### src/rtl/camera_pkg.sv
// Shared types and default constants for the camera exposure sequencer.
package camera_pkg;

    typedef logic [1:0] state_t;
    localparam state_t IDLE    = 2'd0;
    localparam state_t EXPOSE  = 2'd1;
    localparam state_t READOUT = 2'd2;

    typedef logic [1:0] phase_t;
    localparam phase_t SEL   = 2'd0;
    localparam phase_t CONV  = 2'd1;
    localparam phase_t DESEL = 2'd2;

    localparam int NUM_ROWS_DEF    = 2;
    localparam int EXP_W_DEF       = 5;
    localparam int EXP_MIN_DEF     = 2;
    localparam int EXP_MAX_DEF     = 30;
    localparam int EXP_DEFAULT_DEF = 4;
    localparam int ADC_CYCLES_DEF  = 2;

endpackage

### src/rtl/camera_exp_time_reg.sv
// Saturating up/down exposure-time register, adjustable only while enabled.
module camera_exp_time_reg
    import camera_pkg::*;
#(
    parameter int EXP_W       = EXP_W_DEF,
    parameter int EXP_MIN     = EXP_MIN_DEF,
    parameter int EXP_MAX     = EXP_MAX_DEF,
    parameter int EXP_DEFAULT = EXP_DEFAULT_DEF
) (
    input  logic             clk,
    input  logic             rst_n,
    input  logic             en,
    input  logic             inc,
    input  logic             dec,
    output logic [EXP_W-1:0] q
);

    logic up;
    logic dn;

    // Simultaneous inc and dec cancel out.
    assign up = en & inc & ~dec & (q < EXP_W'(EXP_MAX));
    assign dn = en & dec & ~inc & (q > EXP_W'(EXP_MIN));

    always_ff @(posedge clk or negedge rst_n) begin
        if (!rst_n) begin
            q <= EXP_W'(EXP_DEFAULT);
        end else begin
            unique case (1'b1)
                up:      q <= q + 1'b1;
                dn:      q <= q - 1'b1;
                default: q <= q;
            endcase
        end
    end

endmodule

### src/rtl/camera_exposure_ctrl.sv
// Exposure/readout sequencer: IDLE -> EXPOSE -> READOUT over NUM_ROWS rows.
// Define CAMERA_CONTINUOUS_EN to add the Continuous free-running input.
module camera_exposure_ctrl
    import camera_pkg::*;
#(
    parameter int NUM_ROWS    = NUM_ROWS_DEF,
    parameter int EXP_W       = EXP_W_DEF,
    parameter int EXP_MIN     = EXP_MIN_DEF,
    parameter int EXP_MAX     = EXP_MAX_DEF,
    parameter int EXP_DEFAULT = EXP_DEFAULT_DEF,
    parameter int ADC_CYCLES  = ADC_CYCLES_DEF
) (
    input  logic                clk,
    input  logic                Reset,
`ifdef CAMERA_CONTINUOUS_EN
    input  logic                Continuous,
`endif
    input  logic                Init,
    input  logic                Exp_increase,
    input  logic                Exp_decrease,
    output logic                Erase,
    output logic                Expose,
    output logic                ADC,
    output logic [NUM_ROWS-1:0] NRE,
    output logic                Start,
    output logic                Done,
    output logic                Busy,
    output logic [EXP_W-1:0]    Exp_time
);

    localparam int RW = (NUM_ROWS > 1) ? $clog2(NUM_ROWS) : 1;
    localparam int AW = $clog2(ADC_CYCLES + 1);

    state_t            st_q, st_d;
    phase_t            ph_q, ph_d;
    logic [RW-1:0]     row_q, row_d;
    logic [EXP_W-1:0]  ecnt_q, ecnt_d;
    logic [AW-1:0]     acnt_q, acnt_d;
    logic [NUM_ROWS-1:0] nre_d;
    logic              cont;
    logic              start_req;

`ifdef CAMERA_CONTINUOUS_EN
    assign cont = Continuous & Done;
`else
    assign cont = 1'b0;
`endif

    assign start_req = Init | cont;

    camera_exp_time_reg #(
        .EXP_W       (EXP_W),
        .EXP_MIN     (EXP_MIN),
        .EXP_MAX     (EXP_MAX),
        .EXP_DEFAULT (EXP_DEFAULT)
    ) u_exp (
        .clk   (clk),
        .rst_n (Reset),
        .en    (st_q == IDLE),
        .inc   (Exp_increase),
        .dec   (Exp_decrease),
        .q     (Exp_time)
    );

    always_comb begin
        st_d   = st_q;
        ph_d   = ph_q;
        row_d  = row_q;
        ecnt_d = ecnt_q;
        acnt_d = acnt_q;
        unique case (st_q)
            IDLE: begin
                // Frame latches the pre-adjustment exposure value.
                if (start_req) begin
                    st_d   = EXPOSE;
                    ecnt_d = Exp_time;
                end
            end
            EXPOSE: begin
                if (ecnt_q <= EXP_W'(1)) begin
                    st_d  = READOUT;
                    ph_d  = SEL;
                    row_d = '0;
                end else begin
                    ecnt_d = ecnt_q - 1'b1;
                end
            end
            READOUT: begin
                unique case (ph_q)
                    SEL: begin
                        ph_d   = CONV;
                        acnt_d = AW'(ADC_CYCLES);
                    end
                    CONV: begin
                        if (acnt_q <= AW'(1))
                            ph_d = DESEL;
                        else
                            acnt_d = acnt_q - 1'b1;
                    end
                    default: begin
                        if (row_q == RW'(NUM_ROWS - 1)) begin
                            st_d = IDLE;
                        end else begin
                            row_d = row_q + 1'b1;
                            ph_d  = SEL;
                        end
                    end
                endcase
            end
            default: st_d = IDLE;
        endcase
    end

    always_comb begin
        nre_d = '1;
        if (st_d == READOUT && ph_d != DESEL)
            nre_d[row_d] = 1'b0;
    end

    always_ff @(posedge clk or negedge Reset) begin
        if (!Reset) begin
            st_q   <= IDLE;
            ph_q   <= SEL;
            row_q  <= '0;
            ecnt_q <= '0;
            acnt_q <= '0;
            Erase  <= 1'b1;
            Expose <= 1'b0;
            ADC    <= 1'b0;
            NRE    <= '1;
            Start  <= 1'b0;
            Done   <= 1'b0;
            Busy   <= 1'b0;
        end else begin
            st_q   <= st_d;
            ph_q   <= ph_d;
            row_q  <= row_d;
            ecnt_q <= ecnt_d;
            acnt_q <= acnt_d;
            Erase  <= (st_d == IDLE);
            Expose <= (st_d == EXPOSE);
            ADC    <= (st_d == READOUT) && (ph_d == CONV);
            NRE    <= nre_d;
            Start  <= (st_q == IDLE) && (st_d == EXPOSE);
            Done   <= (st_q == READOUT) && (st_d == IDLE);
            Busy   <= (st_d != IDLE);
        end
    end

endmodule
### config.mk
export PLATFORM = sky130hd
export DESIGN_NAME = camera_exposure_ctrl
export DESIGN_NICKNAME = d
export VERILOG_FILES = /design/src/rtl/camera_pkg.sv /design/src/rtl/camera_exp_time_reg.sv /design/src/rtl/camera_exposure_ctrl.sv
export SDC_FILE = /design/constraint.sdc
export NUM_CORES = 1
export LEC_CHECK = 0
export ABC_CLOCK_PERIOD_IN_PS = 6800
export CAP_MARGIN = 20
export CORE_MARGIN = 2
export CORE_UTILIZATION = 43
export CTS_CLUSTER_DIAMETER = 60
export DETAILED_ROUTE_END_ITERATION = 6
export GPL_TIMING_DRIVEN = 1
export MAX_ROUTING_LAYER = met4
export PLACE_DENSITY = 0.66
export SYNTH_ARGS = -nofsm -noshare
export SYNTH_HDL_FRONTEND = slang
export SYNTH_SLANG_ARGS = --single-unit
### constraint.sdc
create_clock -name clk -period 6.8 [get_ports clk]
set_input_delay 0.68 -clock clk [delete_from_list [all_inputs] [get_ports clk]]
set_output_delay 0.68 -clock clk [all_outputs]
set_load 0.03 [all_outputs]
==> Yosys cells after proc, flatten, opt, wreduce, memory -nomap -nowiden <==
Index checks and enable logic that the tools add are counted.
{ "word_totals": {"wordCells": 81, "out_inout_bits": 13, "reg_bits": 25, "input_bits": 5} }
{ "classes": {"n_mux": 23, "n_bitwise": 9, "n_reduce_logical": 15, "magnitude_cmp": 6, "n_addsub": 5, "eq_ne": 10} }
{ "op_table": {"columns": ["operator", "count"], "rows": [
  ["one-hot mux 5 bit (2 select lines)", 2],
  ["2-to-1 mux 2 bit", 9],
  ["one-hot mux 2 bit (2 select lines)", 3],
  ["2-to-1 mux 5 bit", 2],
  ["subtractor 5 x 1 -> 5 bit (second input constant)", 2],
  ["equality test 2 x 1 -> 1 bit (second input constant)", 4],
  ["inequality test 2 bit (second input constant)", 4],
  ["nonzero test 2 bit", 4],
  ["bitwise AND 1 bit", 6],
  ["logical NOT 2 bit", 3],
  ["one-hot mux 2 bit (3 select lines)", 1],
  ["AND reduction 3 bit", 2],
  ["adder 5 x 1 -> 5 bit (second input constant)", 1],
  ["> comparator 5 x 2 -> 1 bit (second input constant)", 1],
  ["<= comparator 5 x 1 -> 1 bit (second input constant)", 1],
  ["logical AND 1 bit", 5],
  ["less-than comparator 5 bit (second input constant)", 1],
  ["equality test 2 bit (second input constant)", 2],
  ["2-to-1 mux 1 bit", 4],
  ["<= comparator 2 x 1 -> 1 bit (second input constant)", 1],
  ["less-than comparator 1 x 2 -> 1 bit (second input constant)", 1],
  ["NOT 1 bit", 2],
  ["NOT 2 bit", 1],
  ["one-hot mux 1 bit (2 select lines)", 1],
  ["5 further kinds", 5]
]} }

==> Longest topological paths before layout <==
Gate-level depths: netlist of the first run.
{ "logic_depth": {"ltp_word": 10, "mapped_depth": 11, "mapped_depth_nobuf": 10} }

==> Cells and area by module <==
From an unflattened synthesis of the first run, not the netlist that was laid out.
{ "unflattened": {"hier_cells": 144, "hier_area_um2": 1520.2} }
{ "modules_own_cells": {"columns": ["mod", "n_inst", "seq_area_each_um2", "area_each_um2", "cells_per_inst"], "rows": [
  ["camera_exposure_ctrl", 1, 504.2, 1156.1, 112],
  ["camera_exp_time_reg", 1, 126.4, 364.1, 32]
]} }

==> Worst setup path before layout of the first run <==
OpenSTA, ideal clock, no wires.
{ "synth_path": {"kind": "reg2reg", "start": "register u_exp.q[0]", "end": "register u_exp.q[4]", "path_stages_with_launch": 11, "slack_ns": 4.417, "t_required_ns": 6.665, "setup_time_ns": 0.135, "arrival_time_ns": 2.248, "n_path_buf": 0, "synth_period_minus_slack_ns": 2.383, "cell_sequence": "dfrtp_1 -> a2111oi_0 -> nor3b_1 -> nand2_1 -> inv_1 -> ha_1 -> nor2b_1 -> o21a_1 -> o21a_1 -> o21ai_0 -> xnor2_1"} }
{ "synth_via": {"elab_chain_cells": 3, "elab_cells_between_ends": 8, "classes_between": "add/sub (2); order compare (2); mux (1); bitwise (2); reduce/logical (1)"} }
{ "synth_rtl": {"columns": ["item", "line_no", "text"], "rows": [
  ["start, declared", "camera_exp_time_reg.sv:15", "output logic [EXP_W-1:0] q"],
  ["start signal, assigned", "camera_exp_time_reg.sv:27", "q <= EXP_W'(EXP_DEFAULT);"],
  ["start signal, assigned", "camera_exp_time_reg.sv:30", "up: q <= q + 1'b1;"],
  ["start signal, assigned", "camera_exp_time_reg.sv:31", "dn: q <= q - 1'b1;"],
  ["> comparator 5 x 2 -> 1 bit or less-than comparator 5 bit (tied branches)", "camera_exp_time_reg.sv:23, camera_exp_time_reg.sv:22", null],
  ["bitwise AND 1 bit (on tied branches)", "camera_exp_time_reg.sv:23, camera_exp_time_reg.sv:22", null],
  ["one-hot mux 5 bit (2 select lines) or nonzero test 2 bit (tied branches)", null, null]
]} }
Parallel ways exist; a longest one is shown, timed or not.
A chain may end at the register's enable or synchronous reset.

==> Worst setup path after layout of the first run <==
{ "layout_path": {"start": "input port Exp_decrease", "end": "register u_exp.q[4]"} }
{ "layout_via": {"elab_chain_cells": 4, "elab_cells_between_ends": 8, "classes_between": "mux (1); bitwise (6); reduce/logical (1)"} }
{ "layout_rtl": {"columns": ["item", "line_no", "text"], "rows": [
  ["start, declared", "camera_exposure_ctrl.sv:20", "input logic Exp_decrease,"],
  ["bitwise AND 1 bit or NOT 1 bit (tied branches)", "camera_exp_time_reg.sv:23, camera_exp_time_reg.sv:22", null],
  ["bitwise AND 1 bit (on tied branches) (2 in a row)", "camera_exp_time_reg.sv:23, camera_exp_time_reg.sv:22", null],
  ["one-hot mux 5 bit (2 select lines) or nonzero test 2 bit (tied branches)", null, null],
  ["end signal, assigned", "camera_exp_time_reg.sv:30", null],
  ["end signal, assigned", "camera_exp_time_reg.sv:31", null],
  ["end signal, assigned", "camera_exp_time_reg.sv:32", "default: q <= q;"]
]} }
Parallel ways exist; a longest one is shown, timed or not.

==> results.toml, run 1 <==
[outcome]
status = "finished, final reports clean"

[grt]
grt_pass1_wl_um = 4540
antenna_found_initial = 0
grtUsageTotal_pct = 16.4
grt_remaining_overflow = 0
grt_start_max_net_pins = 26
grt_pass1_vias = 1028

[synthesis]
synth_xor_area_share_pct = 2.46
synthDistinctLibCells = 45
yosysSeqAreaShare_pct = 44.2
syn_area_per_cell_um2 = 9.76
yosys_warnings = 0
postSynth.asyncResetShare_pct = 100
synth-compound-area-share_pct = 20.2
ys_ff_latch = 25
synth_top_area_share_pct = 36.9
ys_top_cells_by_area = "dfrtp_1 (37%), ha_1 (8.8%), dfstp_2 (7.4%), o21ai_0 (4.2%), inv_1 (4.0%)"
synth_edf_count = 0
netlist.top_cell.by_area = "dfrtp_1"
synthAdderAreaFrac_pct = 10.2
syn-cell-area_mm2 = 0.00143
ys.flop_type = "dfrtp_1"
synth-simple-area-share_pct = 18.0
synth_top_family_by_area = "compound AO/OA/AOI/OAI gates"
muxShareOfSynthArea_pct = 0
synth_fp_nets = 162
postSynthCellCount = 146

[power_and_ir_drop]
combPwrFrac_pct = 57.1
p_sw_share_pct = 46.6
cell_internal_pwr_mw = 0.423
pwr-share-seq_pct = 34.4
leakage_nw = 0.760
switching_power_mw = 0.368
power_density_mw_per_mm2 = 467
irDropWorstVdd_v = 0.000298
pwr-share-clk_pct = 8.5

[timing]
rsz0062_at_grt = "false"
fmax_mhz = 374
relSlewSlack_pct = 68.4
hold_viol_final = 0
maxSlewViolCount = 0
finalSetupTns_ns = 0
clock_skew_ns = 0.0114
period_needed_ns = 2.68
tightest_slew_ns = 0.474
finalSetupViolations = 0
min_period_over_period_pct = 39.3

[clock_tree]
cts_buffers = 3
clockRootBuffer = "clkbuf_4"
cts_setup_buffers = 0
cts.clk_slew.worst_paths_ns = 0.14
cts_tree = "built"
cts_buffer_depth = 2
cts_resized = 0
worstSkewPairLatency_ns = 0.32
holdBufCountCts = 0
htree_levels = 1
clock-sinks = 25

[floorplanning]
io_pins = 18
coreArea_mm2 = 0.00310
die_width_um = 61.6
dieArea_mm2 = 0.00379
die-height_um = 61.6
start_util_pct = 45.9
rows = 20

[job]
max-cap-violations = 0

[finish]
instances_no_fill = 209
final_cell_area_mm2 = 0.00169
layout-drive-gt1-share_pct = 7.27
nNetsFinal = 182
fillCellCount = 309
diodes = 0
area_growth_pct = 18.9
fin_util_pct = 54.6

[detailed_routing]
drt-vias-per-instance = 5.35
drc_errors = 0
ant_nets = 0
drt_pre_antenna_iters = 4
vias = 1119
routed_wl_um = 2650
first_iter_violations = 42
wl_per_cell_um = 12.7

[place]
gp_congestion = 0.851
placed_area_mm2 = 0.00164
portBuffers = 17
dp_hpwl_um = 2000
dp_cells = 204

[critical_path]
critPathRequiredTime_ns = 7.03
reg2reg_depth = 10
crit_fanout = 3
worstSetupStartpointType = "input port"
crit_arrival_ns = 2.90
endpoint_kind = "flip-flop"
worst-setup-path-type = "input port to flip-flop"

[worst_hold_path]
min_path_type = "flip-flop to flip-flop"
hold_depth = 2
## stage by stage
stage / power, mW / hold slack, ns / setup WS (ns)
final: 0.791 / 0.548 / 4.12
after global routing: 0.867 / 0.578 / 3.94
after CTS: 0.798 / 0.558 / 4.16
after detailed placement: 0.726 / 0.538 / 3.81
after global placement: 0.715 / 0.515 / 3.94
after floorplan: 0.598 / 0.384 / 4.42
## synth_stat cells, types with 3 or more instances
cell type   n
o21ai_0    12
and2_1      3
nand2b_1    3
a31oi_1     3
dfstp_2     4
ha_1       10
nor2_1      6
nand2_1    10
a21oi_1     6
inv_1      15
dfrtp_1    21
o21a_1      3
nor3b_1     3
nor3_1      4
nand3_1     4
a21o_1      3
## kinds of logic (layout without fill, tap and decap cells)
logic type,count (synthesis),after routing
and+or+nand+nor,45,45
AOI/OAI and AO/OA,43,43
DFF,25,25
buffers and inverters,18,37
adders and majority gates,11,11
xor gates and xnor gates,4,4
## cell usage in the layout, fill, tap and decap left out, drive strengths merged, types with 3 or more instances in the layout
cell type and count:
a21o 3, a21oi 6, a31oi 3, and2 3, clkbuf 3, clkdlybuf4s50 17
dfrtp 21, dfstp 4, ha 10, inv 15, nand2 10, nand2b 3
nand3 4, nor2 6, nor3 5, nor3b 3, o21a 3, o21ai 13
## worst max-delay path: stages
cell	delay, ns
clkdlybuf4s50_1	0.47
nor3b_1	0.40
nand2_1	0.16
inv_1	0.13
ha_1	0.26
nor2b_1	0.14
o21a_1	0.18
nor3b_1	0.20
o21ai_0	0.14
xnor2_1	0.15
## per-layer routing
metal	vias to the layer above	wire length, um	track usage, %
met5	-	0	-
met4	0	21	3.95
met3	2	103	4.41
met2	19	1190	25.6
met1	538	1340	21.1
li1	560	-	-
## worst paths after layout
kind	startpoint	to	slack [ns]
max	Exp_decrease	u_exp.q[4]$_DFFE_PN0P_	4.12
min	u_exp.q[2]$_DFFE_PN1P_	u_exp.q[2]$_DFFE_PN1P_	0.55
max reg2reg	u_exp.q[2]$_DFFE_PN1P_	u_exp.q[4]$_DFFE_PN0P_	4.25
min reg2reg	u_exp.q[2]$_DFFE_PN1P_	u_exp.q[2]$_DFFE_PN1P_	0.55
max in group asynchronous	Reset	NRE[0]$_DFF_PN1_	5.63
min in group asynchronous	Reset	u_exp.q[1]$_DFFE_PN0P_	0.65
## flip-flops by register name (all words and copies together) (netlist names), 2 cells and up
| name | count |
|---|---|
| st_q | 2 |
| ph_q | 2 |
| NRE | 2 |
| acnt_q | 2 |
| u_exp.q | 5 |
| ecnt_q | 5 |
## power groups by stage
| stage | Combinational (mW) | Clock (mW) | Sequential [mW] |
|---|---|---|---|
| 5_1_grt | 0.509 | 0.0759 | 0.283 |
| 3_3_place_gp | 0.442 | 0 | 0.273 |
| 3_5_place_dp | 0.452 | 0 | 0.275 |
| 4_1_cts | 0.454 | 0.0724 | 0.272 |
| 2_1_floorplan | 0.279 | 0 | 0.318 |
| 6_report | 0.451 | 0.0675 | 0.272 |
## cell type report
type / count / area [um2] / share of cell area, %
Clock inverter: 1 / 7.51 / 0.443
Multi-Input combinational cell: 103 / 724 / 42.8
Tap cell: 44 / 55.1 / 3.25
Clock buffer: 3 / 22.5 / 1.33
Timing Repair Buffer: 18 / 198 / 11.7
Sequential cell: 25 / 631 / 37.2
Inverter: 15 / 56.3 / 3.32
Power figures use the tool's default switching activity.
==> run 2: changes to the inputs <==
--- a/config.mk
+++ b/config.mk
@@ -5,7 +5,7 @@
 export SDC_FILE = /design/constraint.sdc
 export NUM_CORES = 1
 export LEC_CHECK = 0
-export ABC_CLOCK_PERIOD_IN_PS = 6800
+export ABC_CLOCK_PERIOD_IN_PS = 2650
 export CAP_MARGIN = 20
 export CORE_MARGIN = 2
 export CORE_UTILIZATION = 43
==> constraint.sdc (replaced) <==
create_clock -name clk -period 2.65 [get_ports clk]
set_input_delay 0.265 -clock clk [delete_from_list [all_inputs] [get_ports clk]]
set_output_delay 0.265 -clock clk [all_outputs]
set_load 0.03 [all_outputs]
==> run 2 against run 1 <==
  * Cell count is 2.4% higher
  * Clock skew is 0.0027 ns lower
  * Critical path depth stayed put
  * Setup slack worse by 4.0 ns
  * Clock power grew to 2.5 times the previous value
  * Hold slack worse by 0.26 ns
  * First-iteration DRC count is 26% higher
  * Sequential cell count stayed put
  * Via count is 1.4% higher
  * Design area is 0.81% higher
  * Critical endpoint unchanged
==> results.toml, run 2 (synthesized netlist as in run 1, its figures left out) <==
[outcome]
status = "finished, final reports clean"

[grt]
grt_remaining_overflow = 0
grt_pass1_vias = 1089
grt_pass1_wl_um = 4750
grt_start_max_net_pins = 26
antenna_found_initial = 0
grtUsageTotal_pct = 17.5

[clock_tree]
holdBufCountCts = 0
cts_buffer_depth = 2
clockRootBuffer = "clkbuf_4"
cts_resized = 0
htree_levels = 1
worstSkewPairLatency_ns = 0.32
clock-sinks = 25
cts_tree = "built"
cts.clk_slew.worst_paths_ns = 0.14
cts_buffers = 3

[finish]
layout-drive-gt1-share_pct = 9.41
diodes = 0
final_cell_mix = "dfrtp_1 (21), clkdlybuf4s50_1 (17), inv_1 (15)"
nNetsFinal = 187
area_growth_pct = 19.8
fin_util_pct = 55.0
final_common_cell = "dfrtp_1"
top_regs = "ecnt_q x5, u_exp.q x5"

[critical_path]
crit_fanout = 6
critPathRequiredTime_ns = 2.91
crit_arrival_ns = 2.76
worst-setup-path-type = "flip-flop to flip-flop"
endpoint_kind = "flip-flop"
worstSetupStartpointType = "flip-flop"

[timing]
hold_viol_final = 0
period_needed_ns = 2.50
min_period_over_period_pct = 94.4
finalSetupTns_ns = 0
clock_skew_ns = 0.00869
rsz0062_at_grt = "false"
tightest_slew_ns = 0.405
maxSlewViolCount = 0
relSlewSlack_pct = 72.3
finalSetupViolations = 0
fmax_mhz = 400

[detailed_routing]
first_iter_violations = 53
drt-vias-per-instance = 5.30
vias = 1135
drc_errors = 0
drt_pre_antenna_iters = 4
wl_per_cell_um = 13.0
routed_wl_um = 2780
ant_nets = 0

[floorplanning]
die_width_um = 61.6
die-height_um = 61.6
coreArea_mm2 = 0.00310
dieArea_mm2 = 0.00379
io_pins = 18
start_util_pct = 45.9
rows = 20

[job]
max-cap-violations = 0

[place]
gp_congestion = 0.849
portBuffers = 17
dp_hpwl_um = 2100

[power_and_ir_drop]
irDropWorstVdd_v = 0.000660
leakage_nw = 0.777
power_density_mw_per_mm2 = 1220

[worst_hold_path]
min_path_type = "input port to asynchronous set/reset pin"
==> run 2: layer usage <==
metal  GRT usage [%]  wire (um)  vias up
met3            2.73         90        2
met2            26.0       1320       16
met5               -          0        -
li1                -          -      565
met1            23.7       1350      552
met4            7.60         19        0
==> run 2: repair_timing <==
action                                  CTS  global route
buffers inserted                          0             1
hold endpoints to repair                  0             0
endpoints found under the setup margin    0             1
==> run 2: final timing paths <==
check | slack (ns) | cells after the start | startpoint | to
max | 0.15 | 10 | u_exp.q[2]$_DFFE_PN1P_ | u_exp.q[4]$_DFFE_PN0P_
min | 0.29 | 2 | Reset | st_q[0]$_DFF_PN0_
max reg2reg | 0.15 | 10 | u_exp.q[2]$_DFFE_PN1P_ | u_exp.q[4]$_DFFE_PN0P_
min reg2reg | 0.55 | 2 | u_exp.q[2]$_DFFE_PN1P_ | u_exp.q[2]$_DFFE_PN1P_
max in group asynchronous | 2.07 | 2 | Reset | NRE[1]$_DFF_PN1_
min in group clk | 0.55 | 2 | u_exp.q[2]$_DFFE_PN1P_ | u_exp.q[2]$_DFFE_PN1P_
==> run 2: worst max-delay path, cell delays in order, from the launching register on <==
cell and delay, ns:
dfstp_2 0.61, a2111oi_0 0.08, nor3b_1 0.40, nand2_1 0.12, buf_4 0.16, fa_1 0.40, nor2b_1 0.13, o21a_1 0.15
nor3b_1 0.06, o21ai_0 0.19, xnor2_1 0.13
==> run 2: final cells by class <==
type	count	area [um2]
timing repair buffer	23	215
tap	44	55.1
fill	300	1400
inverter	15	56.3
clock buffer	4	26.3
multi-input combinational	103	724
sequential	25	631
==> run 2: per-stage QoR <==
| step | hold WS [ns] | std cells | setup slack [ns] | area [um2] | total power [mW] |
|---|---|---|---|---|---|
| floorplan | -0.0306 | 146 | 0.267 | 1430 | 1.53 |
| global placement | 0.518 | 209 | 0.202 | 1670 | 1.88 |
| detailed placement | 0.531 | 209 | 0.0770 | 1670 | 1.91 |
| CTS | 0.299 | 213 | 0.172 | 1700 | 2.08 |
| global route | 0.299 | 214 | 0.0112 | 1710 | 2.28 |
| finish | 0.290 | 214 | 0.148 | 1710 | 2.08 |
==> run 2: power by group <==
| part | switching, mW | internal (mW) | total (mW) |
|---|---|---|---|
| clock | 0.112 | 0.0589 | 0.171 |
| sequential | 0.128 | 0.546 | 0.673 |
| combinational | 0.722 | 0.519 | 1.24 |
| total | 0.961 | 1.12 | 2.08 |
==> run 3: changes to the inputs <==
--- a/config.mk
+++ b/config.mk
@@ -14,6 +14,8 @@
 export GPL_TIMING_DRIVEN = 1
 export MAX_ROUTING_LAYER = met4
 export PLACE_DENSITY = 0.66
+export REMOVE_ABC_BUFFERS = 1
+export SKIP_LAST_GASP = 1
 export SYNTH_ARGS = -nofsm -noshare
 export SYNTH_HDL_FRONTEND = slang
 export SYNTH_SLANG_ARGS = --single-unit
==> run 3 against run 2 <==
  * Sequential cell count is the same
  * Sequential share of layout area rose by 0.054 points
  * Count of clock-buffer cells in the layout fell by 1
  * Largest cell class unchanged
  * Core utilization down 0.081 points
==> results.toml, run 3 (synthesized netlist as in run 1, its figures left out) <==
[power_and_ir_drop]
power_density_mw_per_mm2 = 1220
leakage_nw = 0.774
irDropWorstVdd_v = 0.000598

[critical_path]
critPathRequiredTime_ns = 2.91
crit_fanout = 6
cp_common_cell = "o21a_1"
crit_path_max_incr_delay_ns = 0.48
crit_buf_inv = 1
r2r-end = "u_exp.q[4]$_DFFE_PN0P_"
regToRegSetupSlack_ns = 0.26
endpoint_kind = "flip-flop"
crit_arrival_ns = 2.65
critPathTopFamily = "compound AO/OA/AOI/OAI gates"
cp_cell_sequence = "a2111oi_2 > nor3b_2 > nand2_1 > inv_1 > ha_1 > nor2b_1 > o21a_1 > o21a_1 > o21ai_0 > xnor2_1"
r2r_start = "u_exp.q[3]$_DFFE_PN0P_"
worstSetupStartpointType = "flip-flop"
cp_slowest_cell = "dfrtp_1"
reg2reg_depth = 10
worst-setup-path-type = "flip-flop to flip-flop"

[finish]
layout-drive-gt1-share_pct = 10.1
area_growth_pct = 19.7
fin_util_pct = 55.0
final_cell_mix = "dfrtp_1 (21), clkdlybuf4s50_1 (17), inv_1 (15)"
nNetsFinal = 185
final_common_cell = "dfrtp_1"
diodes = 0
top_regs = "ecnt_q x5, u_exp.q x5"

[clock_tree]
cts_tree = "built"
holdBufCountCts = 0
cts_buffer_depth = 2
cts_buffers = 3
cts.clk_slew.worst_paths_ns = 0.13
clockRootBuffer = "clkbuf_4"
worstSkewPairLatency_ns = 0.32
htree_levels = 1
cts_setup_buffers = 0
cts_resized = 0
clock-sinks = 25

[detailed_routing]
drt-vias-per-instance = 5.33
wl_per_cell_um = 13.1
ant_nets = 0
drt_pre_antenna_iters = 4
first_iter_violations = 33
routed_wl_um = 2780
drc_errors = 0
vias = 1131

[timing]
rsz0062_at_grt = "false"
period_needed_ns = 2.39
finalSetupTns_ns = 0
fmax_mhz = 418
tightest_slew_ns = 0.376
min_period_over_period_pct = 90.3
setup_ws_ns = 0.258
relSlewSlack_pct = 74.7
maxSlewViolCount = 0
finalSetupViolations = 0
hold_viol_final = 0
clock_skew_ns = 0.00138

[outcome]
status = "finished, final reports clean"

[floorplanning]
io_pins = 18
rows = 20
die_width_um = 61.6
dieArea_mm2 = 0.00379
coreArea_mm2 = 0.00310
start_util_pct = 45.9
die-height_um = 61.6

[job]
max-cap-violations = 0

[grt]
grtUsageTotal_pct = 17.5
grt_start_max_net_pins = 26
grt_pass1_wl_um = 4770
antenna_found_initial = 0
grt_remaining_overflow = 0
grt_pass1_vias = 1068

[place]
gp_congestion = 0.850
portBuffers = 17
dp_hpwl_um = 2070
place_worst_setup_slack_ns = 0.122

[worst_hold_path]
min_path_type = "input port to asynchronous set/reset pin"
[run 3: cell count changes in the layout (fill, tap and decap cells not counted), sizes merged]
cell,before,now
clkinv,0,1
clkbuf,4,3
buf,6,4
[run 3: worst register-to-register path, cell delays in order, from the launching register on]
cell	delay, ns
dfrtp_1	0.48
a2111oi_2	0.41
nor3b_2	0.11
nand2_1	0.12
inv_1	0.08
ha_1	0.32
nor2b_1	0.14
o21a_1	0.18
o21a_1	0.17
o21ai_0	0.18
xnor2_1	0.14
[run 3: worst max-delay path by stage]
stage / depth (start not counted) / endpoint / from
final: 10 / u_exp.q[4]$_DFFE_PN0P_ / u_exp.q[3]$_DFFE_PN0P_
after global routing: 10 / u_exp.q[4]$_DFFE_PN0P_ / u_exp.q[3]$_DFFE_PN0P_
after CTS: 10 / u_exp.q[4]$_DFFE_PN0P_ / u_exp.q[3]$_DFFE_PN0P_
after detailed placement: 10 / u_exp.q[4]$_DFFE_PN0P_ / Exp_decrease
after global placement: 10 / u_exp.q[4]$_DFFE_PN0P_ / Exp_decrease
after floorplan: 10 / u_exp.q[4]$_DFFE_PN0P_ / u_exp.q[0]$_DFFE_PN0P_
[run 3: cell type report]
type	instances	area (um2)
fillers	305	1400
well taps	44	55.1
clock buffers	3	22.5
multi-input cells	103	736
repair buffers	21	200
inverters	15	56.3
flip-flops and latches	25	631
clock inverters	1	5.00
[run 3: power breakdown]
group	switching (mW)	internal, mW
registers	0.140	0.546
clock network	0.115	0.0566
logic	0.715	0.512
[run 3: routing by layer]
metal  global-route usage, %  vias up  share of wire [%]
met1                    21.8      543                 44
met3                    4.41        2                5.1
li1                        -      559                  -
met2                    29.0       27                 50
met4                    3.04        0               0.76
met5                       -        -                  0
[run 3: metrics by stage]
stage / std cells / cell area (um2) / total power, mW / hold slack (ns)
2_1_floorplan: 143 / 1410 / 1.51 / -0.0306
3_3_place_gp: 208 / 1670 / 1.87 / 0.513
3_5_place_dp: 208 / 1670 / 1.90 / 0.521
4_1_cts: 212 / 1690 / 2.08 / 0.300
5_1_grt: 212 / 1710 / 2.27 / 0.309
6_report: 212 / 1710 / 2.08 / 0.284
==> patch 1: new RTL, flow settings as in run 2 <==
Reset style: synchronous (`Reset` and `rst_n`), changed in 2 clocked blocks.
--- a/src/rtl/camera_exp_time_reg.sv
+++ b/src/rtl/camera_exp_time_reg.sv
@@ -22,7 +22,7 @@
     assign up = en & inc & ~dec & (q < EXP_W'(EXP_MAX));
     assign dn = en & dec & ~inc & (q > EXP_W'(EXP_MIN));
 
-    always_ff @(posedge clk or negedge rst_n) begin
+    always_ff @(posedge clk) begin
         if (!rst_n) begin
             q <= EXP_W'(EXP_DEFAULT);
         end else begin
--- a/src/rtl/camera_exposure_ctrl.sv
+++ b/src/rtl/camera_exposure_ctrl.sv
@@ -117,7 +117,7 @@
             nre_d[row_d] = 1'b0;
     end
 
-    always_ff @(posedge clk or negedge Reset) begin
+    always_ff @(posedge clk) begin
         if (!Reset) begin
             st_q   <= IDLE;
             ph_q   <= SEL;
Formal check against the unedited RTL: differs if Reset is asserted again (counterexample within 4 cycles, from zero or initial values and one cycle with Reset low); with Reset held inactive, the same outputs for 10 cycles.
==> patch 1 against run 2 <==
  * First-iteration DRC count decreased by 57%
  * Final cell count increased by 4.2%
  * Power decreased by 13%
  * Count of clock-buffer cells in the layout unchanged
  * Area after synthesis decreased by 3.2%
  * Synthesized cell count increased by 10%
  * Sequential cell count unchanged
  * Setup slack got worse by 60 ps
  * Wire length increased by 4.6%
  * Cell area decreased by 4.8%
  * Combinational power decreased by 15%
  * Clock skew decreased by 1.1 ps
  * Largest cell class unchanged
==> patch 1: results (changes against run 2) <==
The run finished with clean final reports. The xor and xnor area share after synthesis is 0.0127 (-0.0119). The portion of netlist area occupied by mux cells is 0.0218 (+0.0218). The number of inserted filler cells in the final layout is 302 (+0.67%).

The number of inserted diodes came out at 0 (unchanged). The clock-pin transition on the worst setup and hold timing paths is 140 ps (about the same). The synthesized net count came out at 177 (+9.3%). The final instance count without filler cells came out at 223 (+4.2%). The tightest min-delay check is of the flop to flop type. The standby leakage power was 0.621 nW (-20%).

The maximum net fanout on the critical path is 6 (unchanged). The share of layout cells above drive strength 1 is 0.0726 (-0.0215). The average cell area after synthesis came out at 8.56 um2 (-12%). In this run the clock root is driven by a sky130_fd_sc_hd__clkbuf_4. The number of input and output port buffers inserted came out at 17 (unchanged). In the final layout, the registers with the most flip-flops are ecnt_q (5), u_exp.q (5). The number of levels in the clock H-tree was 1 (unchanged). The complex-gate fraction of the synthesized area was 0.204 (+0.00224).

The arithmetic-cell share of the synthesized area counting full adders, half adders and majority gates came out at 0.105 (+0.00342). The most used flip-flop cell after synthesis is sky130_fd_sc_hd__dfxtp_1. The final RePlAce weighted congestion came out at 0.827 (-2.6%).

The insertion delay to the later sink of the worst-skew pair came out at 310 ps. The wire length reported by the detailed router came out at 2910 um (+4.6%). The number of nets in the finished design came out at 196 (+4.8%). The maximum number of pins on one net before global-route repair came to 15 (-42%). The async set-or-reset flop fraction in the synthesized netlist came out at 0 (-1.00). After synthesis, the most frequently instantiated cells are sky130_fd_sc_hd__dfxtp_1, sky130_fd_sc_hd__inv_1, sky130_fd_sc_hd__nor2_1. The delay of the slowest critical-path stage is 410 ps (-200 ps). The setup skew after layout came out at 7.63 ps (-1.06 ps). The buffer levels on the longest clock path came to 2 (unchanged). The data arrival time at the worst-slack endpoint was 2820 ps (+60 ps). The maximum vdd ir drop came out at 501 uV (-24%).

The global routing usage summed across all routing layers came out at 0.184 (+0.00874). The first-pass iteration count of the detailed router is 4 (unchanged). In the post-synthesis netlist, the biggest area contributors are sky130_fd_sc_hd__dfxtp_1, sky130_fd_sc_hd__ha_1, sky130_fd_sc_hd__inv_1. The count of warnings emitted by yosys came out at 0 (unchanged).

The post-DP HPWL came out at 2150 um (+2.4%). The number of antenna violations at the first check in global routing is 0 (unchanged). The fraction of the yosys area taken by sequential cells is 0.363 (-0.0795). The via count of the first global-routing pass came out at 1130 (+3.8%). The number of vias in the routed layout came out at 1164 (+2.6%).

The first-pass GRT wire length is 4930 um (+3.6%). The number of DRC markers after the initial detailed-route iteration came out at 23 (-57%). The total clock buffers created by CTS is 3 (unchanged). The slowest stage of the critical path is the sky130_fd_sc_hd__dfxtp_1 cell. The worst slew margin relative to its limit was 0.671 (-0.0520). The number of unique standard cell types used by synthesis came to 49 (+8.9%). The number of buffers added for setup after CTS was 0 (unchanged).
## patch 1: cell types whose count changed in the layout (fill, tap and decap cells not counted), sizes merged, moves of 3 or more
cell,before,now
nand3,4,7
a21oi,6,12
dfrtp,21,0
dfstp,4,0
dfxtp,0,25
buf,6,1
nor2,6,15
mux2i,0,3
o21ai,13,7
## patch 1: final timing paths
check                           from                      end  slack, ps  cells after the start
min reg2reg   ecnt_q[1]$_SDFFE_PN0P_   ecnt_q[1]$_SDFFE_PN0P_        500                      2
min           ecnt_q[1]$_SDFFE_PN0P_   ecnt_q[1]$_SDFFE_PN0P_        500                      2
max          u_exp.q[2]$_SDFFE_PN1P_  u_exp.q[4]$_SDFFE_PN0P_         90                      8
max reg2reg  u_exp.q[2]$_SDFFE_PN1P_  u_exp.q[4]$_SDFFE_PN0P_         90                      8
## patch 1: cell families (layout without fill, tap and decap cells)
family | Yosys count | count (layout)
AO/OA/AOI/OAI | 41 | 41
XOR/XNOR | 2 | 2
multiplexers | 3 | 3
adder cells (fa/ha/maj) | 11 | 11
AND/OR/NAND/NOR | 59 | 59
buffers and inverters | 20 | 38
flip-flops | 25 | 25
## patch 1: where the power goes
part	internal, mW	total, mW	switching (mW)
clock network	0.0588	0.170	0.111
registers	0.485	0.606	0.121
logic	0.436	1.05	0.611
## patch 1: area by class of cell
cell class	count	share of cell area
sequential	25	0.308
tap	44	0.0338
clock buffer	4	0.0162
timing repair buffer	18	0.109
inverter	16	0.0369
multi-input combinational	116	0.495
## patch 1: critical path: cells and delay by family, from the launching register on
kind                       cells  cell delay [ps]
and+or+nand+nor                3              920
AOI/OAI and AO/OA              4              870
DFF                            1              410
adders and majority gates      1              310
## patch 1: timing repair
item	in CTS	in global routing
hold buffers	0	0
setup endpoints to repair	0	1
gates resized for setup	0	3
## patch 1: routing by layer
layer / GRT usage / routed length [um] / up-vias
met3: 0.0256 / 88 / 2
met4: 0.0559 / 21 / 0
met2: 0.318 / 1470 / 18
li1: - / - / 601
met5: - / 0 / -
met1: 0.222 / 1330 / 543
## patch 1: metrics by stage
| step | area (um2) | hold slack (ps) | setup slack (ps) |
|---|---|---|---|
| after floorplan | 1380 | 343 | 128 |
| after global placement | 1590 | 474 | 183 |
| after detailed placement | 1590 | 480 | 79.2 |
| after CTS | 1610 | 498 | 33.7 |
| after global routing | 1630 | 534 | -2.81 |
| final | 1630 | 497 | 87.7 |
==> patch 2: new RTL, config.mk and constraints of run 2 <==
Without the edit above. The option `CAMERA_CONTINUOUS_EN` is turned on by a define.
--- a/src/rtl/camera_exposure_ctrl.sv
+++ b/src/rtl/camera_exposure_ctrl.sv
@@ -1,5 +1,7 @@
 // Exposure/readout sequencer: IDLE -> EXPOSE -> READOUT over NUM_ROWS rows.
 // Define CAMERA_CONTINUOUS_EN to add the Continuous free-running input.
+`define CAMERA_CONTINUOUS_EN
+
 module camera_exposure_ctrl
     import camera_pkg::*;
 #(
Interface: changed (added Continuous); port bits go from 18 to 19. No check against the original RTL was run, so the function may have changed too.
==> patch 2 against run 2 <==
  * First-iteration DRC count grew 7.5%
  * Hold slack better by 13 ps
  * Count of clock-buffer cells in the layout unchanged
  * Cell area up 2.4%
  * Area after synthesis rose by 2.5%
  * Sequential cell count stayed put
  * Wire length grew 5.8%
  * Utilization decreased by 2.2 points
  * Setup slack worse by 7.2 ps
  * Synthesized cell count is 0.68% higher
  * Final cell count grew 0.93%
  * Power is 9.5% higher
  * Highest routed layer unchanged
==> patch 2: results (changes against run 2) <==
The number of nets in the finished design came to 188 (+0.53%). The flow ran to the end, and the final reports show no timing, DRC or antenna violations. The number of inserted filler cells in the final layout is 326 (+8.7%). The worst setup slack after placement came out at 94.9 ps (+17.8 ps). The final RePlAce weighted congestion came to 0.801 (-5.7%). The synthesized net count is 164 (+1.2%). The data arrival time at the worst-slack endpoint came out at 2770 ps (about the same). The detail-routed net length per standard cell came out at 13.6 um (+4.8%). The via count of the first global-routing pass came out at 1177 (+8.1%).

The setup skew after layout came to 8.02 ps (-0.669 ps). Yosys attributes the largest share of cell area to sky130_fd_sc_hd__dfrtp_1, sky130_fd_sc_hd__ha_1, sky130_fd_sc_hd__dfstp_2. The xor and xnor area share after synthesis came out at 0.0180 (-0.00659). The post-DP HPWL is 2290 um (+9.0%). The fraction of the yosys area taken by sequential cells is 0.432 (-0.0106). The number of DRC markers after the initial detailed-route iteration came to 57 (+7.5%).

The first-pass GRT wire length came out at 5390 um (+13%). The global routing usage summed across all routing layers came out at 0.175 (-0.000689). The portion of netlist area occupied by mux cells was 0.00686 (+0.00686). The number of unique standard cell types used by synthesis is 48 (+6.7%).

The cell area after placement came out at 1720 um2 (+2.5%). The number of inserted diodes is 0 (unchanged). The standby leakage power is 0.766 nW (-1.5%). The ratio of routed vias to standard cells is 5.48 (+3.3%). The internal cell power came to 1.23 mW (+9.7%). The share of layout cells above drive strength 1 came out at 0.118 (+0.0235). In the synthesized netlist, the cells that appear most often are sky130_fd_sc_hd__dfrtp_1, sky130_fd_sc_hd__inv_1, sky130_fd_sc_hd__ha_1, sky130_fd_sc_hd__nand2_1. The complex-gate fraction of the synthesized area is 0.206 (+0.00372). The maximum vdd ir drop came out at 541 uV (-18%). The async set-or-reset flop fraction in the synthesized netlist came to 1.00 (unchanged). The cell type of the slowest stage on the worst timing path is sky130_fd_sc_hd__dfstp_2. The worst slew margin relative to its limit is 0.648 (-0.0751).

The depth of the most critical reg-to-reg path is 9 (-1). The arithmetic-cell share of the synthesized area counting full adders, half adders and majority gates is 0.0994 (-0.00244). The first-pass iteration count of the detailed router is 4 (unchanged).

The worst hold slack after final layout is 303 ps (+13.1 ps). The number of input and output port buffers inserted is 18 (+1).
## patch 2: area by class of cell
type | instances | area [um2] | share of cell area
well taps | 46 | 57.6 | 0.0329
inverters | 14 | 52.6 | 0.0300
multi-input cells | 104 | 764 | 0.437
repair buffers | 23 | 218 | 0.124
flip-flops and latches | 25 | 631 | 0.361
clock buffers | 4 | 26.3 | 0.0150
## patch 2: metrics by stage
| stage | std cells | total power, mW |
|---|---|---|
| after floorplan | 147 | 1.69 |
| after CTS | 216 | 2.28 |
| after global placement | 212 | 2.06 |
| final | 216 | 2.28 |
| after global routing | 216 | 2.50 |
| after detailed placement | 212 | 2.11 |
## patch 2: power groups by stage
stage               clock network [mW]  logic (mW)  registers [mW]
global placement                     0        1.36           0.701
CTS                              0.174        1.41           0.701
floorplan                            0       0.855           0.838
global route                     0.194        1.57           0.738
finish                           0.168        1.40           0.711
detailed placement                   0        1.40           0.708
## patch 2: layer usage
layer  part of all wire  GRT usage  up-vias  wire (um)
met5                  0          -        -          0
met4              0.017     0.0667        0         49
met3              0.031     0.0199        5         91
met2               0.49      0.273       24       1440
met1               0.46      0.235      578       1360
li1                   -          -      576          -
## patch 2: worst max-delay path by stage
stage | to | slack [ps] | depth (start not counted)
finish | u_exp.q[4]$_DFFE_PN0P_ | 140 | 9
global route | u_exp.q[4]$_DFFE_PN0P_ | 20 | 9
CTS | u_exp.q[4]$_DFFE_PN0P_ | 110 | 9
detailed placement | u_exp.q[4]$_DFFE_PN0P_ | 90 | 9
global placement | u_exp.q[4]$_DFFE_PN0P_ | 180 | 9
floorplan | u_exp.q[4]$_DFFE_PN0P_ | 250 | 9
## patch 2: timing repair
action,CTS,global route
resized for setup,0,2
endpoints found under the hold margin,0,0
endpoints found under the setup margin,0,1
